### config.mk
export PLATFORM = sky130hd
export DESIGN_NAME = imul_seq
export DESIGN_NICKNAME = d
export VERILOG_FILES = /design/src/rtl/imul_seq_pkg.sv /design/src/rtl/imul_neg64.sv /design/src/rtl/imul_seq.sv
export SDC_FILE = /design/constraint.sdc
export NUM_CORES = 1
export LEC_CHECK = 0
export ABC_AREA = 1
export BUFFER_PORTS_ARGS = -buffer_cell sky130_fd_sc_hd__buf_2
export CAP_MARGIN = 10
export CORE_UTILIZATION = 40
export DETAILED_ROUTE_END_ITERATION = 12
export SYNTH_ARGS = -nofsm -noshare
export SYNTH_HDL_FRONTEND = slang
export SYNTH_SLANG_ARGS = --single-unit
### constraint.sdc
create_clock -name clk -period 8.8 [get_ports clk]
set_input_delay 0.88 -clock clk [delete_from_list [all_inputs] [get_ports clk]]
set_output_delay 0.88 -clock clk [all_outputs]
set_load 0.05 [all_outputs]
### src/rtl/imul_seq_pkg.sv
// Shared definitions for the sequential integer multiplier: op and state
// encodings plus datapath widths.
package imul_seq_pkg;

  localparam int DATA_W = 32;
  localparam int PROD_W = 64;
  localparam int ITER_W = 6;

  typedef enum logic [1:0] {
    OP_MUL   = 2'b00,
    OP_UMULL = 2'b01,
    OP_SMULL = 2'b10,
    OP_RSVD  = 2'b11
  } op_e;

  typedef enum logic [1:0] {
    ST_IDLE = 2'b00,
    ST_RUN  = 2'b01,
    ST_FIX  = 2'b10,
    ST_DONE = 2'b11
  } state_e;

  // Long multiplies write both result words; everything else (including the
  // reserved encoding) behaves as a 32-bit MUL.
  function automatic logic is_long(input op_e op);
    return (op == OP_UMULL) || (op == OP_SMULL);
  endfunction

endpackage

### src/rtl/imul_neg64.sv
// Combinational 64-bit two's-complement negate.
module imul_neg64
  import imul_seq_pkg::*;
(
  input  logic [PROD_W-1:0] i_x,
  output logic [PROD_W-1:0] o_y
);

  assign o_y = ~i_x + PROD_W'(1);

endmodule

### src/rtl/imul_seq.sv
// Sequential radix-2 shift-add multiplier (MUL / UMULL / SMULL).
// SMULL multiplies magnitudes and negates the 64-bit result in FIX.
// Optional macro IMUL_EARLY_TERM_EN: leave RUN as soon as the remaining
// multiplier is zero instead of always running 32 iterations.
module imul_seq
  import imul_seq_pkg::*;
(
  input  logic              clk,
  input  logic              reset,
  input  logic              start,
  input  logic [1:0]        op,
  input  logic [DATA_W-1:0] a,
  input  logic [DATA_W-1:0] b,
  input  logic [3:0]        a_lo,
  input  logic [3:0]        a_hi,
  output logic              busy,
  output logic              done,
  output logic [DATA_W-1:0] wd3,
  output logic [DATA_W-1:0] wd4,
  output logic [3:0]        a3,
  output logic [3:0]        a4,
  output logic              we3,
  output logic              long_we
);

  state_e              r_state;
  op_e                 r_op;
  logic [DATA_W-1:0]   r_mcand;
  logic [DATA_W-1:0]   r_mplier;
  logic [PROD_W-1:0]   r_acc;
  logic [ITER_W-1:0]   r_cnt;
  logic                r_sign;
  logic [3:0]          r_dlo;
  logic [3:0]          r_dhi;
  logic                r_done;
  logic                r_we3;
  logic                r_long_we;
  logic [DATA_W-1:0]   r_wd3;
  logic [DATA_W-1:0]   r_wd4;
  logic [3:0]          r_a3;
  logic [3:0]          r_a4;

  logic                w_smull;
  logic [PROD_W-1:0]   w_neg_a;
  logic [PROD_W-1:0]   w_neg_b;
  logic [PROD_W-1:0]   w_neg_acc;
  logic [PROD_W-1:0]   w_acc_fix;
  logic [PROD_W-1:0]   w_addend;
  logic [DATA_W-1:0]   w_mag_a;
  logic [DATA_W-1:0]   w_mag_b;
  logic                w_early;
  logic                w_unused_hi;

  assign w_smull = (op_e'(op) == OP_SMULL);

  // Magnitudes come from the same negator on zero-extended operands; the low
  // word of -{0,x} is |x| as an unsigned value, so 0x80000000 stays 2^31.
  imul_neg64 u_neg_a (.i_x({{(PROD_W-DATA_W){1'b0}}, a}), .o_y(w_neg_a));
  imul_neg64 u_neg_b (.i_x({{(PROD_W-DATA_W){1'b0}}, b}), .o_y(w_neg_b));
  imul_neg64 u_neg_acc (.i_x(r_acc), .o_y(w_neg_acc));

  assign w_unused_hi = ^{w_neg_a[PROD_W-1:DATA_W], w_neg_b[PROD_W-1:DATA_W]};

  assign w_mag_a   = (w_smull && a[DATA_W-1]) ? w_neg_a[DATA_W-1:0] : a;
  assign w_mag_b   = (w_smull && b[DATA_W-1]) ? w_neg_b[DATA_W-1:0] : b;
  assign w_addend  = {{(PROD_W-DATA_W){1'b0}}, r_mcand} << r_cnt;
  assign w_acc_fix = r_sign ? w_neg_acc : r_acc;

`ifdef IMUL_EARLY_TERM_EN
  assign w_early = (r_mplier == '0);
`else
  assign w_early = 1'b0;
`endif

  assign busy    = (r_state != ST_IDLE);
  assign done    = r_done;
  assign we3     = r_we3;
  assign long_we = r_long_we;
  assign wd3     = r_wd3;
  assign wd4     = r_wd4;
  assign a3      = r_a3;
  assign a4      = r_a4;

  // Control FSM and datapath: accept, iterate, sign-fix, one-cycle done pulse.
  always_ff @(posedge clk) begin
    if (reset) begin
      r_state   <= ST_IDLE;
      r_op      <= OP_MUL;
      r_mcand   <= '0;
      r_mplier  <= '0;
      r_acc     <= '0;
      r_cnt     <= '0;
      r_sign    <= 1'b0;
      r_dlo     <= '0;
      r_dhi     <= '0;
      r_done    <= 1'b0;
      r_we3     <= 1'b0;
      r_long_we <= 1'b0;
      r_wd3     <= '0;
      r_wd4     <= '0;
      r_a3      <= '0;
      r_a4      <= '0;
    end else begin
      case (r_state)
        ST_IDLE: begin
          if (start) begin
            r_op     <= op_e'(op);
            r_mcand  <= w_mag_a;
            r_mplier <= w_mag_b;
            r_sign   <= w_smull & (a[DATA_W-1] ^ b[DATA_W-1]);
            r_dlo    <= a_lo;
            r_dhi    <= a_hi;
            r_acc    <= '0;
            r_cnt    <= '0;
            r_state  <= ST_RUN;
          end
        end
        ST_RUN: begin
          if (w_early) begin
            r_state <= ST_FIX;
          end else begin
            if (r_mplier[0]) r_acc <= r_acc + w_addend;
            r_mplier <= r_mplier >> 1;
            r_cnt    <= r_cnt + ITER_W'(1);
            if (r_cnt == ITER_W'(DATA_W-1)) r_state <= ST_FIX;
          end
        end
        ST_FIX: begin
          r_acc     <= w_acc_fix;
          r_wd3     <= w_acc_fix[DATA_W-1:0];
          r_wd4     <= w_acc_fix[PROD_W-1:DATA_W];
          r_a3      <= r_dlo;
          r_a4      <= is_long(r_op) ? r_dhi : 4'd0;
          r_done    <= 1'b1;
          r_we3     <= ~is_long(r_op);
          r_long_we <= is_long(r_op);
          r_state   <= ST_DONE;
        end
        ST_DONE: begin
          r_done    <= 1'b0;
          r_we3     <= 1'b0;
          r_long_we <= 1'b0;
          r_state   <= ST_IDLE;
        end
        default: r_state <= ST_IDLE;
      endcase
    end
  end

endmodule

## Word-level counts from Yosys, hierarchy flattened

Index checks and enable logic that the tools add are counted.
W data, S select, Z words.

- Bits in registers: 222
- Output and inout bits: 76

- Add/sub/neg operators: 5
- Equal/unequal tests: 10
- Shift operators: 1
- Muxes and demuxes: 17
- Bitwise operators: 6
- Reductions and logical operators: 12

Operators by type and width:

| kind | count |
|---|---|
| $mux W64 | 3 |
| $pmux W64 S3 | 1 |
| $mux W32 | 3 |
| $add A32 B1 Y32 const B | 2 |
| $add A64 B1 Y64 const B | 1 |
| $add A64 B64 Y64 | 1 |
| $not A32 Y32 | 2 |
| $not A64 Y64 | 1 |
| $pmux W32 S2 | 1 |
| $shl A32 B6 Y64 | 1 |
| $pmux W6 S2 | 1 |
| $eq A2 B2 Y1 const B | 4 |
| $pmux W2 S4 | 1 |
| $add A6 B1 Y6 const B | 1 |
| $eq A6 B5 Y1 const B | 1 |
| $mux W6 | 1 |
| $ne A2 B2 Y1 const B | 3 |
| $pmux W1 S2 | 3 |
| $reduce_and A2 Y1 | 3 |
| $reduce_bool A2 Y1 | 3 |
| $eq A2 B1 Y1 const B | 2 |
| $mux W2 | 2 |
| $mux W4 | 1 |
| $reduce_and A3 Y1 | 1 |
| other kinds (7) | 8 |

## Logic depth before layout (Yosys ltp)

Gate-level depths: netlist of the first run.

- Depth in word-level cells: 5
- Gate-level depth with buffers: 30
- Mapped depth without buffers: 29

## Cells and area by module

From an unflattened synthesis of the first run, not the netlist that was laid out.

- Cell total of the unflattened synthesis: 4280
- Area total of the unflattened synthesis: 23621.4 um^2

Modules (own cells, without submodules):

| module | instances | cells each | area each (um^2) | sequential area each (um^2) |
|---|---|---|---|---|
| imul_seq | 1 | 2876 | 17037.6 | 4444.3 |
| imul_neg64 | 3 | 468 | 2194.6 | 0.0 |

## Least setup slack after synthesis of the first run

No wires, ideal clock.

- Path kind: register -> register
- Start point: register r_cnt[4]
- End point: register r_acc[62]
- Library setup time: 135 ps
- Arrival time: 3116 ps
- Data required time: 8665 ps
- Setup slack: 5548 ps
- Stages on the path, launching flop included: 25
- Buffers on the path: 2
- Clock period less this slack: 3252 ps
- Path through: dfxtp_1 buf_2 nor2_1 clkinv_1 clkbuf_1 nor3_1 ha_1 inv_1 fa_1 inv_1 nand2_1 o21ai_2 nand2_1 nand2_1 inv_1 o21ai_2 nand2_1 nand2_1 nand2_1 nand2_1 nand2_1 nand3_1 nand2_1 nand2_1 a21oi_1

- Longest elaborated chain between the ends: 4

RTL lines:

| element | RTL line | source |
|---|---|---|
| start: declaration | imul_seq.sv:31 | `logic [ITER_W-1:0] r_cnt;` |
| start signal: assignment | imul_seq.sv:124 | `r_cnt <= r_cnt + ITER_W'(1);` |
| $shl A32 B6 Y64 | imul_seq.sv:66 | `assign w_addend = {{(PROD_W-DATA_W){1'b0}}, r_mcand} << r_cnt;` |
| $add A64 B64 Y64 | imul_seq.sv:122 | `if (r_mplier[0]) r_acc <= r_acc + w_addend;` |
| $mux W64 | imul_seq.sv:122 |  |
| $pmux W64 S3 | imul_seq.sv:104 | `case (r_state)` |
| end signal: assignment | imul_seq.sv:122 |  |
| end signal: assignment | imul_seq.sv:129 | `r_acc <= w_acc_fix;` |
| end: declaration | imul_seq.sv:30 | `logic [PROD_W-1:0] r_acc;` |

No other way between the ends. The select of a mux whose other input is x is not followed.
A chain may end at the register's enable or synchronous reset.

## Worst setup path after layout of the first run

- Start point: register r_cnt[1]
- End point: register r_acc[26]

Same word-level chain as after synthesis.

==> results by stage, run 1 <==
Logic synthesis:
- Of all cell types, the one taking the most synthesized area is sky130_fd_sc_hd__dfxtp_1.
- The synthesized design contains 0 enable-type register cells.
- Measured against the total synthesized area, the mux share comes to 0.208%.
- Synthesis inferred 222 register bits.
- Summing the sequential cell areas from Yosys gives 23.1% of the chip area.
- Yosys printed 0 warnings.
- The number of nets produced by synthesis is 3507.
- The share of the synthesized area in the top cell type is 23.1%.
- After synthesis, the share of flip-flops with an asynchronous set or reset is 0%.
- The synthesized netlist devotes 4.71% of its cell area to adder and majority cells.
- By area the synthesized netlist is led by sky130_fd_sc_hd__dfxtp_1 23%, sky130_fd_sc_hd__nand2_1 20%, sky130_fd_sc_hd__a21oi_1 8.6%, sky130_fd_sc_hd__nor2_1 7.8%, sky130_fd_sc_hd__inv_1 6.4%.
- The main combinational cell family by area after synthesis is simple AND/OR/NAND/NOR gates.
- After synthesis the cells add up to 19300 sq um.
- After Yosys synthesis, XOR and XNOR cells account for 2.68% of the synthesized area.
- Of the total synthesized cell area, the portion taken by AND, OR, NAND and NOR gates is 38.7%.
- The fraction of the mapped netlist area in compound gates is 21.0%.
- The netlist uses 53 different library cells.
- The post-synthesis area per instance is 5.74 sq um.
- After technology mapping, the gate count stands at 3358.
- The most used flip-flop cell after synthesis is sky130_fd_sc_hd__dfxtp_1.

Place:
- The weighted congestion at the end of routability-driven global placement is 1.09.
- Once detailed placement completed, the half-perimeter wirelength came to 58.5 mm.
- The quantity of I/O buffers inserted on ports is 152.
- The pre-CTS worst setup slack is 3.85 ns.
- Once placement finished, the instance area stood at 20400 sq um.

Clock tree:
- Clock-pin slew was measured on the worst setup and hold paths at 0.06 ns.
- The tree is rooted in a sky130_fd_sc_hd__clkbuf_16.
- CTS built an H-tree with a depth of 1.
- The total CTS buffers is 28.
- For this design, the CTS-stage hold fixing added 0 buffers.
- The number of buffers inserted to repair setup after CTS is 0.
- The clock passes through at most 3 buffers.
- The count of clock tree sinks is 222.
- TritonCTS built the clock tree.
- The later pin in the worst-skew pair is clocked with a latency of 0.58 ns.
- The number of instances resized during post-cts repair is 0.

GRT:
- Entering global routing, the biggest net connects 93 pins.
- For this run, the total global-route usage over all layers was measured as 30.0%.
- The residual overflow from global routing is 0.
- The first global-routing pass estimated 116 mm of wire.
- The number of global-route vias before repair is 19900.
- The number of antenna violations at the first check in global routing is 1.

Worst setup path:
- At the worst endpoint, the arrival time is 5.40 ns.
- Walking the worst path, the cells encountered are buf_4 -> inv_1 -> nand3_1 -> nand2_1 -> o21ai_0 -> o21ai_0 -> nand2_1 -> nand2_1 -> nor2_1 -> ha_1 -> a21oi_1 -> o21ai_0 -> inv_1 -> nand2_1 -> a21oi_1 -> nand2_1 -> o21ai_0 -> nand2_1 -> nand2_1 -> a21oi_1.
- STA classifies the critical path startpoint as a flip-flop.
- In this run the critical register-to-register path is launched from r_cnt[1].
- In this design, the critical path's most frequently occurring cell is sky130_fd_sc_hd__nand2_1.
- The flop-to-flop setup slack is 3.81 ns.
- For the worst setup path, the data required time is 9.21 ns.
- For this design, the slowest cell found on the critical path is sky130_fd_sc_hd__inv_1.
- The capturing element type of the critical path is a flip-flop.
- The peak fanout along the critical path is 40.
- The worst reg2reg path endpoint is r_acc[26].
- The category of the most critical setup path is flip-flop to flip-flop.
- The delay contributed by the slowest stage of the critical path is 0.68 ns.
- The path depth of the worst reg2reg path is 20.
- In this run the worst setup path terminates at r_acc[26].
- The origin of the worst setup path is r_cnt[1].

Route:
- The routed layout has 22000 vias.
- In the routed layout, each cell is associated on average with a via count of 5.42.
- In the final routed layout, each cell accounts on average for 18.5 um.
- The DRC violation count after routing is 0.
- For this run, the detailed router's first-pass iteration total came to 6.
- The sum of routed wire length over all layers is 75.1 mm.
- In this run the remaining antenna-violating nets after routing total 0.
- The iteration-0 DRC count of the detailed router is 1875.

Timing:
- Subtracting the final worst setup slack from the clock period gives 4.99 ns.
- The share of the clock period used by the worst path after layout is 56.7%.
- The count of final max-slew check failures was 0.
- The max-slew headroom at the worst pin is 35.2%.
- The number of hold violations in the final report was 0.
- Across all setup checks in the final design, the least slack found is 3.81 ns.
- The number of failing setup endpoints in the final timing report is 0.
- The worst-case clock skew is 0.0248 ns.
- The sum of negative setup slack is 0 ns.
- For the pin with the worst max-slew slack, the measured transition is 0.972 ns.
- The highest clock frequency the design can meet is 200 MHz.
- The tightest hold path in the finished design has a slack of 0.459 ns.
- Setup repair after global routing left no endpoint under its margin.

Floorplanning:
- The die footprint is 49000 sq um.
- The initial utilization of the core area, before any placement, comes to 40.4%.
- The chip width is 221 um.
- The placeable core region is 47600 sq um.
- The y dimension of the die is 221 um.
- The floorplan has 80 rows.
- For this design the top-level I/O count stands at 153.

Status:
- The flow ran to the end, and the final reports show no timing, DRC or antenna violations.

Power:
- The power share of the sequential group is 24.9%.
- The internal power of the cells is 2.66 mW.
- Across the VDD grid, the largest voltage drop is 196 uV.
- The net switching share of the total power is 48.1%.
- The power dissipated by switching net loads is 2.47 mW.
- The power density relative to cell area is 239 nW/um^2.
- The share of power burned in the clock network is 25.6%.
- The design draws 5.13 mW.
- The combinational power share is 49.5%.
- Summed over all cells, the static leakage comes to 10.1 nW.

Worst hold path:
- The worst hold path begins at wd4[9].
- In this run the worst hold path is classified as flip-flop to flip-flop.

Layout:
- The number of antenna diodes in the final layout is 0.
- Once layout is done, the placed cells without fillers occupy 21400 sq um.
- The fraction of final layout cells sized beyond drive strength 1 is 8.37%.
- For this run, the post-layout net count is 3570.
- From synthesis to final layout, the design area changed by 11.3%.

Job:
- Across the run, the number of max-cap violations was 0.
## Yosys cell counts, types with 8 or more instances
cell and count:
sky130_fd_sc_hd__nor2_4 8, sky130_fd_sc_hd__nor2_1 401, sky130_fd_sc_hd__o21ai_0 244, sky130_fd_sc_hd__nand3b_1 14, sky130_fd_sc_hd__xor2_1 43, sky130_fd_sc_hd__nor2_2 9, sky130_fd_sc_hd__nand4_1 40, sky130_fd_sc_hd__buf_2 27
sky130_fd_sc_hd__nor4_1 8, sky130_fd_sc_hd__o211ai_1 28, sky130_fd_sc_hd__or2_2 9, sky130_fd_sc_hd__o21bai_1 21, sky130_fd_sc_hd__nand2_1 1008, sky130_fd_sc_hd__clkbuf_1 91, sky130_fd_sc_hd__o22ai_1 11, sky130_fd_sc_hd__a21oi_1 330
sky130_fd_sc_hd__nor3_1 50, sky130_fd_sc_hd__nand3_1 219, sky130_fd_sc_hd__xnor2_1 16, sky130_fd_sc_hd__inv_1 327, sky130_fd_sc_hd__o21ai_1 19, sky130_fd_sc_hd__a21o_1 11, sky130_fd_sc_hd__buf_1 16, sky130_fd_sc_hd__o221ai_1 30
sky130_fd_sc_hd__a31oi_1 12, sky130_fd_sc_hd__dfxtp_1 222, sky130_fd_sc_hd__ha_1 71
## routing by layer
layer	global-route usage (%)	wire (um)	up-vias
met5	0	12	-
met4	12.1	3270	2
met3	3.59	4840	148
met2	45.9	32000	708
met1	42.6	35000	9921
li1	-	-	11200
## power by group through the flow
stage / logic, mW / clock network, mW / registers [mW]
global route: 2.81 / 1.37 / 1.30
floorplan: 1.68 / 0 / 1.37
CTS: 2.52 / 1.34 / 1.27
detailed placement: 2.51 / 0 / 1.29
finish: 2.54 / 1.31 / 1.28
global placement: 2.52 / 0 / 1.29
## sequential cells by signal (all words and copies together) (netlist names)
name	cells
a3	4
done	1
long_we	1
we3	1
r_mplier	32
wd3	32
r_mcand	32
r_op	2
r_state	2
r_sign	1
r_acc	64
r_cnt	6
wd4	32
a4	4
r_dhi	4
r_dlo	4
## worst max-delay path, delay by kind of cell, from the launching register on
family          cells  cell delay (ns)
buf+inv             3             1.03
compound gates      7             2.01
fa+ha+maj           1             0.36
simple gates        9             1.12
flops               1             0.29
## logic make-up after synthesis
| kind of cell | count (synthesis) |
|---|---|
| AOI/OAI and AO/OA | 734 |
| DFF | 222 |
| and+or+nand+nor | 1790 |
| xor gates and xnor gates | 59 |
| adders and majority gates | 72 |
| buffers and inverters | 477 |
| muxes | 4 |
## through the flow
stage / cells / utilization [%]
final: 4057 / 45.0
after global routing: 4057 / 45.0
after CTS: 4057 / 45.0
after detailed placement: 4006 / 42.8
after global placement: 4006 / 42.8
after floorplan: 3358 / -
## placed cells by master, fill, tap and decap left out, drive strengths merged, types with 10 or more instances in the layout
cell	netlist	final
o21bai	21	21
nand2	1015	1015
clkbuf	91	36
o221ai	30	30
a21oi	334	334
a21o	11	11
nand3b	14	14
inv	334	332
or2	10	10
o21ai	269	269
ha	71	71
o211ai	28	28
xor2	43	43
clkinv	4	12
dfxtp	222	222
a31oi	12	12
xnor2	16	16
nor3	54	54
o22ai	11	11
nand4	40	40
nor2	418	418
nand3	225	225
buf	48	172
## worst min-delay path by stage
stage               endpoint  slack, ns  cells past startpoint
floorplan              a4[0]       0.44                      2
global route         wd3[27]       0.47                      2
global placement      wd4[5]       0.45                      2
finish                wd4[9]       0.46                      2
detailed placement   wd3[10]       0.45                      2
CTS                  wd3[10]       0.46                      2
## cell type report
type                    count  area, sq um
flip-flops and latches    222         4450
clock inverters            15          244
repair buffers            172          917
multi-input cells        2659        13000
fillers                  5321        26200
clock buffers              36          802
inverters                 338         1270
well taps                 615          769
Note: power is estimated with default switching activity, not from simulation.
==> inputs of run 2 (changes only) <==
clock period = 4.92 ns   (was 8.8 ns; I/O delays follow)
==> results by stage, run 2 (synthesis results as in run 1) <==
Route:
- The sum of routed wire length over all layers is 72.5 mm (was 75.1 mm).
- The number of vias per cell after detailed routing is 5.42 (about the same).
- The length of the first detailed-routing pass in iterations is 5 (was 6).
- The iteration-0 DRC count of the detailed router is 2009 (was 1875).
- The routed length per instance is 17.8 um (was 18.5 um).
- The DRC violation count after routing is 0 (unchanged).
- The antenna violation net count after detailed routing was 0 (unchanged).
- The detailed-route via count came to 22000 (about the same).

Floorplanning:
- The floorplan row count was 80 (unchanged).
- The chip width is 221 um (unchanged).
- The die footprint is 49000 sq um (unchanged).
- The number of top-level pins is 153 (unchanged).
- The effective utilization at floorplan came to 40.4% (unchanged).
- The y dimension of the die is 221 um (unchanged).
- The placeable core region was 47600 sq um (unchanged).

Worst setup path:
- The worst reg2reg path endpoint is r_acc[30] (was r_acc[26]).
- The capturing element type of the critical path is a flip-flop (unchanged).
- The path depth of the worst reg2reg path is 24 (was 20).
- The startpoint of the lowest-slack register-to-register path is r_cnt[0] (was r_cnt[1]).
- The arrival time of data at the critical path endpoint is 4.91 ns (was 5.40 ns).
- The flop-to-flop setup slack is 0.43 ns (was 3.81 ns).
- The delay contributed by the slowest stage of the critical path is 0.57 ns (was 0.68 ns).
- The most numerous cell on the critical path is sky130_fd_sc_hd__nand2_1 (unchanged).
- The cell type of the slowest stage on the worst timing path is sky130_fd_sc_hd__o21ai_0 (was sky130_fd_sc_hd__inv_1).
- The type of origin of the critical path was a flip-flop (unchanged).
- The required time reported for the critical path endpoint was 5.34 ns (was 9.21 ns).
- The peak fanout along the critical path is 40 (unchanged).
- The category of the most critical setup path is flip-flop to flip-flop (unchanged).
- Cell breakdown of the critical path: buf_4 -> o21ai_0 -> nand2_1 -> o21ai_0 -> nand2_1 -> o21ai_0 -> o21ai_0 -> nand2_1 -> nand2_1 -> nor2_1 -> ha_1 -> nand2_1 -> nor2_1 -> inv_1 -> nor2_1 -> inv_1 -> nor2_1 -> nor2_1 -> nand2_1 -> a21oi_1 -> o21ai_0 -> nand2_1 -> nand2_1 -> a21oi_1 (was buf_4 -> inv_1 -> nand3_1 -> nand2_1 -> o21ai_0 -> o21ai_0 -> nand2_1 -> nand2_1 -> nor2_1 -> ha_1 -> a21oi_1 -> o21ai_0 -> inv_1 -> nand2_1 -> a21oi_1 -> nand2_1 -> o21ai_0 -> nand2_1 -> nand2_1 -> a21oi_1).
- The origin of the worst setup path was r_cnt[0] (was r_cnt[1]).
- The capture point of the critical path is r_acc[30] (was r_acc[26]).

Power:
- The share of power burned in the clock network is 24.1% (was 25.6%).
- The combinational power share is 50.3% (was 49.5%).
- The power share of the sequential group came to 25.6% (was 24.9%).
- The internal power of the cells is 4.60 mW (was 2.66 mW).
- The leakage component of the power is 10.2 nW (was 10.1 nW).
- The net switching share of the total power is 48.4% (was 48.1%).
- The power density relative to cell area was 416 nW/um^2 (was 239 nW/um^2).
- The power dissipated by switching net loads is 4.32 mW (was 2.47 mW).
- The total power draw was 8.92 mW (was 5.13 mW).
- The maximum vdd drop is 457 uV (was 196 uV).

Clock tree:
- The total CTS buffers is 28 (unchanged).
- The insertion delay of the later-clocked pin in the worst-skew pair was 0.57 ns (was 0.58 ns).
- The hold-fix buffer count after cts is 0 (unchanged).
- The clock tree from TritonCTS is built (unchanged).
- The master cell of the clock root buffer is sky130_fd_sc_hd__clkbuf_16 (unchanged).
- The count of clock tree sinks is 222 (unchanged).
- The number of H-tree levels is 1 (unchanged).
- The number of buffers between clock root and the deepest sink is 3 (unchanged).
- The number of buffers inserted to repair setup after CTS is 0 (unchanged).
- The number of instances resized during post-cts repair was 0 (unchanged).
- The clock transition at the register clock pins on the worst setup and hold paths after CTS is 0.06 ns (about the same).

Layout:
- The final core utilization is 45.0% (about the same).
- The number of flip-flops in the largest register was 64 (unchanged).
- The growth of design area from synthesis to finish is 11.3% (about the same).
- The commonest non-fill, non-tap cell in the layout is sky130_fd_sc_hd__nand2_1 (unchanged).
- The register with the most flip-flops was r_acc (unchanged).
- The total non-filler cell area in the finished layout is 21400 sq um (about the same).
- The final standard cell count with taps included and fillers excluded came to 4066 (was 4057).
- The layout filler cell count came to 5294 (was 5321).
- The number of diodes added for antenna fixing was 0 (unchanged).
- Commonest cells after routing, fill and taps aside: 1008 x sky130_fd_sc_hd__nand2_1, 400 x sky130_fd_sc_hd__nor2_1, 330 x sky130_fd_sc_hd__a21oi_1 (unchanged).
- The number of nets in the final layout is 3581 (was 3570).
- The fraction of final layout cells sized beyond drive strength 1 came to 8.58% (was 8.37%).

Place:
- The quantity of I/O buffers inserted on ports is 152 (unchanged).
- The placed instance area came to 20500 sq um (was 20400 sq um).
- The weighted congestion at the end of routability-driven global placement came to 1.04 (was 1.09).
- The half-perimeter wire length after placement was 56.9 mm (was 58.5 mm).
- The total placed cells including tap cells is 4017 (was 4006).

GRT:
- The number of global-route vias before repair came to 20100 (was 19900).
- The wire length of the first global-routing pass is 113 mm (was 116 mm).
- The global-route total usage across every layer came to 28.9% (was 30.0%).
- The residual overflow from global routing is 0 (unchanged).
- The pin count of the biggest net entering global routing came to 97 (was 93).
- The number of antenna violations at the first check in global routing was 2 (was 1).

Timing:
- Setup repair after global routing missed its margin: no (unchanged).
- The max-slew headroom at the worst pin is 41.2% (was 35.2%).
- The share of the clock period used by the worst path after layout is 91.2% (was 56.7%).
- The sum of negative setup slack is 0 ns (unchanged).
- The transition at the pin with the smallest max-transition slack came to 0.880 ns (was 0.972 ns).
- The final period demand of the worst path is 4.49 ns (was 4.99 ns).
- The number of hold violations in the final report came to 0 (unchanged).
- The highest clock frequency the design can meet is 223 MHz (was 200 MHz).
- The number of failing setup endpoints in the final timing report came to 0 (unchanged).
- The count of final max-slew check failures came to 0 (unchanged).
- The worst-case clock skew was 0.0194 ns (was 0.0248 ns).

Job:
- The max-cap violation count is 0 (unchanged).

Worst hold path:
- The source of the worst hold timing path is a_hi[1] (was wd4[9]).
- The kind of path behind the tightest hold check is input pin to flip-flop (was flip-flop to flip-flop).

Status:
- Outcome: complete, no violations (unchanged).
[run 2: critical path: cells and delay by family (launching register included)]
kind / cells / cell delay, ns
and+or+nand+nor: 13 / 1.70
AOI/OAI and AO/OA: 7 / 1.34
buffers and inverters: 3 / 0.60
adders and majority gates: 1 / 0.38
DFF: 1 / 0.32
[run 2: final cells by class]
class	instances	area, sq um	area share, %
multi-input cells	2659	13000	60.6
flip-flops and latches	222	4450	20.7
repair buffers	183	1010	4.72
well taps	615	769	3.59
clock inverters	15	188	0.875
clock buffers	34	764	3.56
inverters	338	1270	5.92
[run 2: how the worst min path moves through the flow]
| stage | cells after the start | slack [ns] | endpoint |
|---|---|---|---|
| 5_1_grt | 3 | 0.18 | r_op[1] |
| 6_report | 3 | 0.19 | r_dhi[1] |
| 3_5_place_dp | 2 | 0.45 | wd3[29] |
| 4_1_cts | 3 | 0.16 | r_dhi[2] |
| 3_3_place_gp | 2 | 0.45 | wd4[11] |
| 2_1_floorplan | 2 | 0.44 | a4[0] |
[run 2: through the flow]
| step | hold WS [ns] | setup WS, ns |
|---|---|---|
| global placement | 0.450 | 0.627 |
| finish | 0.185 | 0.431 |
| CTS | 0.158 | 0.574 |
| floorplan | 0.438 | 1.67 |
| global route | 0.180 | 0.0219 |
| detailed placement | 0.452 | 0.589 |
[run 2: per-layer routing]
metal	up-vias	track usage (%)	part of all wire, %
met4	4	12.0	4.4
li1	11200	-	-
met1	9879	40.4	46
met5	-	0	0.026
met3	150	3.24	6.9
met2	786	45.1	42
[run 2: power groups by stage]
stage,Combinational [mW],Clock (mW),Sequential [mW]
2_1_floorplan,3.00,0,2.45
3_3_place_gp,4.42,0,2.31
3_5_place_dp,4.43,0,2.31
4_1_cts,4.44,2.20,2.28
5_1_grt,4.95,2.27,2.32
6_report,4.49,2.15,2.28
==> inputs of run 3 (changes only) <==
CTS_BUF_LIST = sky130_fd_sc_hd__clkbuf_16   (was unset)
clock period = 4.9 ns   (was 4.92 ns; I/O delays follow)
==> results by stage, run 3 (synthesis results as in run 1) <==
Layout:
- Commonest cells after routing, fill and taps aside: 1008 x sky130_fd_sc_hd__nand2_1, 400 x sky130_fd_sc_hd__nor2_1, 330 x sky130_fd_sc_hd__a21oi_1 (unchanged).
- The total non-filler cell area in the finished layout came to 21500 sq um (was 21400 sq um).
- The number of diodes added for antenna fixing is 0 (unchanged).
- The layout filler cell count is 5260 (was 5294).
- The register with the most flip-flops is r_acc (unchanged).
- The multi-input gate area in the final layout is 13000 sq um (unchanged).
- The commonest non-fill, non-tap cell in the layout is sky130_fd_sc_hd__nand2_1 (unchanged).
- The number of flip-flops in the largest register came to 64 (unchanged).
- The growth of design area from synthesis to finish is 11.4% (was 11.3%).
- The number of nets in the final layout is 3584 (was 3581).
- The area taken by flip-flops and latches is 4450 sq um (unchanged).
- The fraction of final layout cells sized beyond drive strength 1 is 8.65% (was 8.58%).

Worst hold path:
- The kind of path behind the tightest hold check is input pin to flip-flop (unchanged).

Worst setup path:
- The category of the most critical setup path is flip-flop to flip-flop (unchanged).
- The peak fanout along the critical path is 40 (unchanged).
- The capturing element type of the critical path is a flip-flop (unchanged).
- The type of origin of the critical path was a flip-flop (unchanged).
- The required time reported for the critical path endpoint is 5.31 ns (was 5.34 ns).
- The arrival time of data at the critical path endpoint came to 4.84 ns (was 4.91 ns).

Route:
- The detailed route wirelength on metal2 came to 30.5 mm (was 30.7 mm).
- The routed length per instance was 17.9 um (was 17.8 um).
- The length of the first detailed-routing pass in iterations came to 6 (was 5).
- The number of vias per cell after detailed routing is 5.40 (was 5.42).
- The total met3 wirelength after detailed routing is 5.38 mm (was 5.01 mm).
- The highest signal layer in the routed design is met5 (unchanged).
- The detailed-route via count is 22000 (about the same).
- The routed length on met1 is 33.5 mm (was 33.6 mm).
- The antenna violation net count after detailed routing is 0 (unchanged).
- The DRC violation count after routing was 0 (unchanged).
- The iteration-0 DRC count of the detailed router was 2052 (was 2009).
- The sum of routed wire length over all layers was 72.9 mm (was 72.5 mm).

Clock tree:
- The number of instances resized during post-cts repair is 0 (unchanged).
- The count of clock tree sinks is 222 (unchanged).
- The hold-fix buffer count after cts is 0 (unchanged).
- The clock transition at the register clock pins on the worst setup and hold paths after CTS came to 0.07 ns (was 0.06 ns).
- The clock tree from TritonCTS is built (unchanged).
- The insertion delay of the later-clocked pin in the worst-skew pair is 0.57 ns (about the same).
- The total CTS buffers is 28 (unchanged).
- The number of buffers inserted to repair setup after CTS is 0 (unchanged).
- The number of H-tree levels was 1 (unchanged).
- The master cell of the clock root buffer was sky130_fd_sc_hd__clkbuf_16 (unchanged).
- The number of buffers between clock root and the deepest sink is 3 (unchanged).

GRT:
- The wire length of the first global-routing pass is 114 mm (was 113 mm).
- The number of antenna violations at the first check in global routing is 2 (unchanged).
- The global-route total usage across every layer is 29.3% (was 28.9%).
- The number of global-route vias before repair is 20100 (about the same).
- The residual overflow from global routing came to 0 (unchanged).
- The pin count of the biggest net entering global routing is 90 (was 97).

Power:
- The internal power of the cells is 4.60 mW (about the same).
- The power density relative to cell area came to 417 nW/um^2 (was 416 nW/um^2).
- The maximum vdd drop is 417 uV (was 457 uV).
- The share of power burned in the clock network is 23.8% (was 24.1%).
- The combinational power share is 50.6% (was 50.3%).
- The leakage component of the power is 10.2 nW (about the same).
- The power share of the sequential group is 25.6% (about the same).
- The power dissipated by switching net loads is 4.35 mW (was 4.32 mW).
- The net switching share of the total power is 48.6% (was 48.4%).

Place:
- The placed instance area is 20500 sq um (about the same).
- The weighted congestion at the end of routability-driven global placement is 1.07 (was 1.04).
- The quantity of I/O buffers inserted on ports is 152 (unchanged).
- The half-perimeter wire length after placement was 57.5 mm (was 56.9 mm).

Timing:
- The share of the clock period used by the worst path after layout is 90.4% (was 91.2%).
- Setup repair after global routing missed its margin: no (unchanged).
- The final period demand of the worst path came to 4.43 ns (was 4.49 ns).
- The highest clock frequency the design can meet is 226 MHz (was 223 MHz).
- The sum of negative setup slack is 0 ns (unchanged).
- The worst-case clock skew was 0.0181 ns (was 0.0194 ns).
- The number of failing setup endpoints in the final timing report is 0 (unchanged).
- The number of hold violations in the final report came to 0 (unchanged).
- The count of final max-slew check failures is 0 (unchanged).
- The max-slew headroom at the worst pin came to 33.6% (was 41.2%).
- The transition at the pin with the smallest max-transition slack is 0.996 ns (was 0.880 ns).

Status:
- Outcome: complete, no violations (unchanged).

Job:
- The max-cap violation count is 0 (unchanged).

Floorplanning:
- The effective utilization at floorplan is 40.4% (unchanged).
- The die footprint is 49000 sq um (unchanged).
- The placeable core region is 47600 sq um (unchanged).
- The chip width is 221 um (unchanged).
- The y dimension of the die was 221 um (unchanged).
- The number of top-level pins is 153 (unchanged).
- The floorplan row count is 80 (unchanged).
-- run 3: changes by cell type in the layout (fill, tap and decap cells not counted), sizes merged --
cell,change
clkbuf,-5
buf,+3
clkinvlp,+3
inv,+3
clkinv,+1
-- run 3: final cells by class --
class	instances	share of cell area (%)
clock buffer	29	3.38
clock inverter	22	1.04
inverter	338	5.92
multi-input combinational	2659	60.5
sequential	222	20.7
tap	615	3.58
timing repair buffer	186	4.82
-- run 3: critical path, cell delays in order (launching register included) --
cell and delay (ns):
sky130_fd_sc_hd__dfxtp_1 0.32, sky130_fd_sc_hd__buf_4 0.33, sky130_fd_sc_hd__nand2_1 0.12, sky130_fd_sc_hd__nand2_1 0.09, sky130_fd_sc_hd__nor2_1 0.04, sky130_fd_sc_hd__a31oi_1 0.24
sky130_fd_sc_hd__nand2_1 0.07, sky130_fd_sc_hd__o21ai_0 0.15, sky130_fd_sc_hd__o21ai_0 0.28, sky130_fd_sc_hd__nand2_1 0.13, sky130_fd_sc_hd__nand2_1 0.07, sky130_fd_sc_hd__o21ai_0 0.63
sky130_fd_sc_hd__ha_1 0.35, sky130_fd_sc_hd__nand2_1 0.13, sky130_fd_sc_hd__nor2_1 0.12, sky130_fd_sc_hd__inv_1 0.08, sky130_fd_sc_hd__nor4_1 0.30, sky130_fd_sc_hd__nand2_1 0.17
sky130_fd_sc_hd__nor3_1 0.18, sky130_fd_sc_hd__nand2_1 0.12, sky130_fd_sc_hd__nand2_1 0.08, sky130_fd_sc_hd__nand2_1 0.05, sky130_fd_sc_hd__nand3_1 0.07, sky130_fd_sc_hd__nand2_1 0.06
sky130_fd_sc_hd__nand2_1 0.06, sky130_fd_sc_hd__a21oi_1 0.06
-- run 3: through the flow --
step	util (%)	hold WS (ns)	total power, mW	std cells	setup slack, ns
2_1_floorplan	-	0.438	5.47	3358	1.65
3_3_place_gp	43.1	0.449	6.79	4020	0.599
3_5_place_dp	43.1	0.452	6.79	4020	0.623
4_1_cts	45.1	0.162	8.94	4071	0.620
5_1_grt	45.1	0.187	9.56	4071	0.0115
6_report	45.1	0.184	8.95	4071	0.473
-- run 3: power groups by stage --
stage | registers, mW | clock network [mW] | logic [mW]
after floorplan | 2.46 | 0 | 3.01
after global placement | 2.32 | 0 | 4.46
after detailed placement | 2.32 | 0 | 4.46
after CTS | 2.29 | 2.18 | 4.47
after global routing | 2.32 | 2.25 | 4.99
final | 2.29 | 2.13 | 4.53
-- run 3: path summary, 6_finish.rpt --
check,slack [ns],from,depth (start not counted),endpoint
setup / recovery,0.47,r_cnt[0],25,r_acc[62]
hold / removal,0.18,a_lo[3],3,r_dlo[3]
setup reg to reg,0.47,r_cnt[0],25,r_acc[62]
hold reg to reg,0.46,r_dhi[2],2,a4[2]
-- run 3: layer usage --
metal	vias up	GRT usage (%)
met2	806	45.1
met1	9803	40.7
li1	11200	-
met5	-	0
met3	163	3.72
met4	4	12.9
